File: config.mk
export PLATFORM = sky130hd
export DESIGN_NAME = exibe_sequencia_flat
export DESIGN_NICKNAME = d
export VERILOG_FILES = /design/src/rtl/exibe_sequencia_if.sv /design/src/rtl/exibe_sequencia.sv /design/src/flat_wrapper.sv
export SDC_FILE = /design/constraint.sdc
export NUM_CORES = 1
export LEC_CHECK = 0
export CAP_MARGIN = 30
export CORE_MARGIN = 2
export CORE_UTILIZATION = 25
export DETAILED_ROUTE_END_ITERATION = 8
export SETUP_SLACK_MARGIN = 0.4
export SYNTH_ARGS = -nofsm -noshare
export SYNTH_HDL_FRONTEND = slang
export SYNTH_SLANG_ARGS = --single-unit
File: constraint.sdc
create_clock -name clock -period 2.5 [get_ports clock]
set_input_delay 0.5 -clock clock [delete_from_list [all_inputs] [get_ports clock]]
set_output_delay 0.5 -clock clock [all_outputs]
set_load 0.05 [all_outputs]
File: src/rtl/exibe_sequencia_if.sv
// Signal bundle between the sequence presenter and its controller/ROM side.
// The abortar line exists only when EXIBE_ABORT_EN is defined.
interface exibe_sequencia_if #(
  parameter int W_END  = 4,
  parameter int W_DADO = 4
);
  logic              iniciar;
  logic [W_END-1:0]  limite;
  logic [W_DADO-1:0] dado;
  logic [W_END-1:0]  endereco;
  logic [W_DADO-1:0] leds;
  logic              ocupado;
  logic              pronto;
  logic [3:0]        db_estado;
`ifdef EXIBE_ABORT_EN
  logic              abortar;

  modport master (output iniciar, limite, dado, abortar,
                  input  endereco, leds, ocupado, pronto, db_estado);
  modport slave  (input  iniciar, limite, dado, abortar,
                  output endereco, leds, ocupado, pronto, db_estado);
`else
  modport master (output iniciar, limite, dado,
                  input  endereco, leds, ocupado, pronto, db_estado);
  modport slave  (input  iniciar, limite, dado,
                  output endereco, leds, ocupado, pronto, db_estado);
`endif
endinterface

File: src/rtl/exibe_sequencia.sv
// Shows the stored game sequence on the LEDs, item by item, then pulses pronto.
// Optional feature: EXIBE_ABORT_EN adds an abortar input that jumps straight to fim.
module exibe_sequencia #(
  parameter int T_ON   = 1000,
  parameter int T_OFF  = 500,
  parameter int W_END  = 4,
  parameter int W_DADO = 4
) (
  input  logic clock,
  input  logic reset,
  exibe_sequencia_if.slave bus
);
  localparam int TMAX = (T_ON > T_OFF) ? T_ON : T_OFF;
  localparam int TW   = $clog2(TMAX) + 1;
  localparam logic [TW-1:0] ON_LAST  = TW'(T_ON - 1);
  localparam logic [TW-1:0] OFF_LAST = TW'(T_OFF - 1);

  typedef enum logic [3:0] {
    INICIAL = 4'h0,
    BUSCA   = 4'h1,
    MOSTRA  = 4'h2,
    APAGA   = 4'h3,
    PROXIMO = 4'h4,
    FIM     = 4'hF
  } estado_t;

  estado_t            state_q, state_d;
  logic [TW-1:0]      timer_q, timer_d;
  logic [W_END-1:0]   end_q, end_d;
  logic [W_END-1:0]   lim_q, lim_d;
  logic [W_DADO-1:0]  leds;
  logic               pronto, ocupado;
  logic [3:0]         db_estado;

  always_ff @(posedge clock or negedge reset) begin
    if (!reset) begin
      state_q <= INICIAL;
      timer_q <= '0;
      end_q   <= '0;
      lim_q   <= '0;
    end else begin
      state_q <= state_d;
      timer_q <= timer_d;
      end_q   <= end_d;
      lim_q   <= lim_d;
    end
  end

  always_comb begin
    state_d   = state_q;
    timer_d   = timer_q;
    end_d     = end_q;
    lim_d     = lim_q;
    leds      = '0;
    pronto    = 1'b0;
    ocupado   = 1'b1;
    db_estado = state_q;
    case (state_q)
      INICIAL: begin
        ocupado = 1'b0;
        if (bus.iniciar) begin
          state_d = BUSCA;
          lim_d   = bus.limite;
          end_d   = '0;
          timer_d = '0;
        end
      end
      BUSCA: begin
        state_d = MOSTRA;
        timer_d = '0;
      end
      MOSTRA: begin
        leds = bus.dado;
        if (timer_q == ON_LAST) begin
          state_d = APAGA;
          timer_d = '0;
        end else begin
          timer_d = timer_q + 1'b1;
        end
      end
      APAGA: begin
        if (timer_q == OFF_LAST) begin
          state_d = PROXIMO;
          timer_d = '0;
        end else begin
          timer_d = timer_q + 1'b1;
        end
      end
      PROXIMO: begin
        timer_d = '0;
        // Compare before incrementing so a full-range limit never wraps endereco.
        if (end_q == lim_q) begin
          state_d = FIM;
        end else begin
          end_d   = end_q + 1'b1;
          state_d = BUSCA;
        end
      end
      FIM: begin
        pronto  = 1'b1;
        end_d   = '0;
        state_d = INICIAL;
      end
      default: begin
        state_d   = INICIAL;
        db_estado = 4'hE;
      end
    endcase
`ifdef EXIBE_ABORT_EN
    // Abort overrides any timer expiry taken in the case above.
    if (bus.abortar && (state_q inside {BUSCA, MOSTRA, APAGA, PROXIMO})) begin
      state_d = FIM;
      timer_d = '0;
    end
`endif
  end

  assign bus.endereco  = end_q;
  assign bus.leds      = leds;
  assign bus.pronto    = pronto;
  assign bus.ocupado   = ocupado;
  assign bus.db_estado = db_estado;
endmodule

File: src/flat_wrapper.sv
// flat-port wrapper written by rule: the top's interface ports become plain ports
module exibe_sequencia_flat 
#(
  parameter int T_ON   = 1000,
  parameter int T_OFF  = 500,
  parameter int W_END  = 4,
  parameter int W_DADO = 4
)
  (clock, reset, bus_iniciar, bus_limite, bus_dado, bus_endereco, bus_leds, bus_ocupado, bus_pronto, bus_db_estado);
  exibe_sequencia_if #(.W_END(W_END), .W_DADO(W_DADO)) bus_i ();
  input  logic clock;
  input  logic reset;
  input wire logic [$bits(bus_i.iniciar)-1:0] bus_iniciar;
  input wire logic [$bits(bus_i.limite)-1:0] bus_limite;
  input wire logic [$bits(bus_i.dado)-1:0] bus_dado;
  output wire logic [$bits(bus_i.endereco)-1:0] bus_endereco;
  output wire logic [$bits(bus_i.leds)-1:0] bus_leds;
  output wire logic [$bits(bus_i.ocupado)-1:0] bus_ocupado;
  output wire logic [$bits(bus_i.pronto)-1:0] bus_pronto;
  output wire logic [$bits(bus_i.db_estado)-1:0] bus_db_estado;
  assign bus_i.iniciar = bus_iniciar;
  assign bus_i.limite = bus_limite;
  assign bus_i.dado = bus_dado;
  assign bus_endereco = bus_i.endereco;
  assign bus_leds = bus_i.leds;
  assign bus_ocupado = bus_i.ocupado;
  assign bus_pronto = bus_i.pronto;
  assign bus_db_estado = bus_i.db_estado;
  exibe_sequencia #(.T_ON(T_ON), .T_OFF(T_OFF), .W_END(W_END), .W_DADO(W_DADO)) u_core (.clock(clock), .reset(reset), .bus(bus_i));
endmodule
==> out/metrics.cfg <==
[floorplanning]
coreArea_um2 = 5850
rows = 28
start_util_pct = 25.5
ios = 25
die_w_um = 81.2
die_h_um = 81.2
dieArea_um2 = 6600

[sta]
period_needed_ns = 2.08
fmax_mhz = 482
skew_ns = 0.00298
hold_viol = 0
slew-limit-headroom_pct = 55.8
fin_setup_tns_ns = 0
rsz0062_at_grt = true
slew_violations = 0
finalSetupViolations = 0
fin_crit_sh_pct = 83.1
tightest_slew_ns = 0.654

[worst_setup_path]
cpPeakStageDelay_ns = 0.44
path_cells = or3b_4, nor2_4, and2_1, buf_12
worstSetupPathType = register to output port
crit_slowest_cell = dfrtp_2
critical_path_required_ns = 2.00
cp.arrival_ns = 1.58
startpoint_type = register
end_kind = output port
crit_path_max_fanout = 5
worst-r2r-cell-count = 5

[route]
viasPerCell = 4.93
wl_met2_um = 1460
first_pass_iters = 4
wl_per_cell_um = 13.0
wl_met1_um = 1610
postRouteAntennaNets = 0
via_count = 1223
routed.top_layer = met4
wl_met3_um = 94
drtIter0Drc = 109
wl_um = 3230
drcViolationCount = 0

[hold_path]
min_path_type = register to register
hold_path_depth = 1

[yosys]
synth-edff-count = 0
synth_fp_nets = 161
synthArstFlopShare_pct = 100
synthesis.area_um2 = 1490
yosysWarningCount = 0
synthFlopType = dfrtp_1
yosys_register_bits = 23
syn_inst = 148
syn_avg_cell_area_um2 = 10.1
ys_seq_area_share_pct = 38.6
synth_cell_type_count = 48

[grt]
first_global_vias = 1106
antenna_found_initial = 0
grt_pass1_wl_um = 5310
groute.usage.overall_pct = 10.4
grt_max_degree = 24
grt_overflow = 0

[cells_and_area]
drive_gt1_share_pct = 28.3
nets = 187
final_cell_mix = dfrtp_1 (20), clkdlybuf4s50_1 (12), nor2_1 (10), nand3_1 (10), buf_4 (10)
antenna_cells = 0
fillers = 592
layout_commonest_cell = dfrtp_1
fin_area_um2 = 1890
syn_to_final_growth_pct = 26.9

[power]
ir_drop_mv = 0.498
power_density_nw_per_um2 = 754
p_leak_nw = 0.830

[cts]
root_buffer = clkbuf_8
tritoncts = yes
cts_hold_buf = 0
numCtsBuffers = 3
clkTransAtPathRegs_ns = 0.09
clkSinkCount = 23
insertion_delay_ns = 0.27
clock_path_buffers = 2
htree_levels = 1

[placement]
postPlaceCellArea_um2 = 1800
io_buffer_count = 24
hpwl_um = 2250
gp_congestion = 0.809

[outcome]
status = finished, final reports clean

[flow_run]
cap_violations = 0

==> critical path, delay by kind of cell, from the launching register on <==
family        cells  cell delay, ns
buf+inv           1            0.14
flops             1            0.44
simple gates      3            0.71
==> sequential cells by signal (all words and copies together) (netlist names) <==
name and flops:
u_core.state_q 4, u_core.bus.endereco 4, u_core.lim_q 4, u_core.timer_q 11
==> path summary, 6_finish.rpt <==
path / from / end / slack [ns]
max in group asynchronous: reset / u_core.state_q[1] / 1.66
setup reg to reg: u_core.state_q[0] / u_core.timer_q[7] / 0.71
min in group asynchronous: reset / u_core.lim_q[0] / 0.58
hold reg to reg: u_core.timer_q[0] / u_core.timer_q[0] / 0.53
hold / removal: u_core.timer_q[0] / u_core.timer_q[0] / 0.53
setup / recovery: u_core.state_q[3] / bus_leds[3] / 0.42
==> final cells by class <==
type | count | area, µm² | area share, %
clock buffers | 3 | 41.3 | 2.18
inverters | 4 | 15.0 | 0.793
well taps | 75 | 93.8 | 4.96
flip-flops and latches | 23 | 579 | 30.6
clock inverters | 1 | 7.51 | 0.397
multi-input cells | 111 | 837 | 44.2
repair buffers | 31 | 319 | 16.9
==> logic make-up (layout without fill, tap and decap cells) <==
kind of cell / count (synthesis) / in the layout / synth area share, %
AO/OA/AOI/OAI: 33 / 33 / 18.2
buffers and inverters: 14 / 39 / 6.54
flip-flops: 23 / 23 / 38.6
multiplexers: 5 / 5 / 3.77
AND/OR/NAND/NOR: 66 / 66 / 28.3
adder cells (fa/ha/maj): 2 / 2 / 1.68
XOR/XNOR: 5 / 5 / 2.94
==> where the power goes <==
group          total [mW]  switching (mW)  internal, mW
logic               0.599           0.299         0.300
registers           0.584           0.115         0.469
clock network       0.245           0.132         0.113
==> per-stage QoR <==
| step | hold slack [ns] | total power, mW | util (%) | instances | worst slack, ns |
|---|---|---|---|---|---|
| after global routing | 0.553 | 1.52 | 32.4 | 248 | 0.371 |
| after floorplan | 0.204 | 0.990 | - | 148 | 0.456 |
| after detailed placement | 0.513 | 1.18 | 30.7 | 239 | 0.400 |
| after CTS | 0.533 | 1.44 | 32.3 | 248 | 0.414 |
| after global placement | 0.500 | 1.17 | 30.7 | 239 | 0.425 |
| final | 0.530 | 1.43 | 32.4 | 248 | 0.423 |
==> cell usage after synthesis (2+ instances only) <==
library cell	n	area share, %
dfrtp_1	23	39
nor2_1	11	2.8
nand3_1	10	3.4
a22o_1	8	4.7
nand2_1	7	1.8
nand4_1	6	2.5
and2_1	5	2.1
buf_6	5	3.8
mux2_2	5	3.8
nand2b_1	5	2.1
xnor2_1	5	2.9
a31o_2	4	2.3
inv_1	4	1.0
o21ai_0	3	1.0
o21ai_1	3	1.0
a31oi_1	2	0.84
and3_1	2	0.84
and3_2	2	1.0
and4bb_1	2	1.7
buf_2	2	0.67
ha_1	2	1.7
nor3b_1	2	1.0
nor4b_1	2	1.2
o211ai_1	2	1.0
o22ai_1	2	0.84
or2_2	2	0.84
==> what timing repair did <==
| action | CTS | global route |
|---|---|---|
| endpoints found under the setup margin | 9 | 6 |
| setup buffers | 5 | 0 |
| gates cloned | 0 | 0 |
| resized for setup | 10 | 4 |
==> metal layers <==
metal	up-vias	GRT usage, %
met5	-	0
met3	5	1.44
li1	594	-
met1	601	14.2
met2	23	16.0
met4	0	5.08
(Power assumes the default switching activity.)
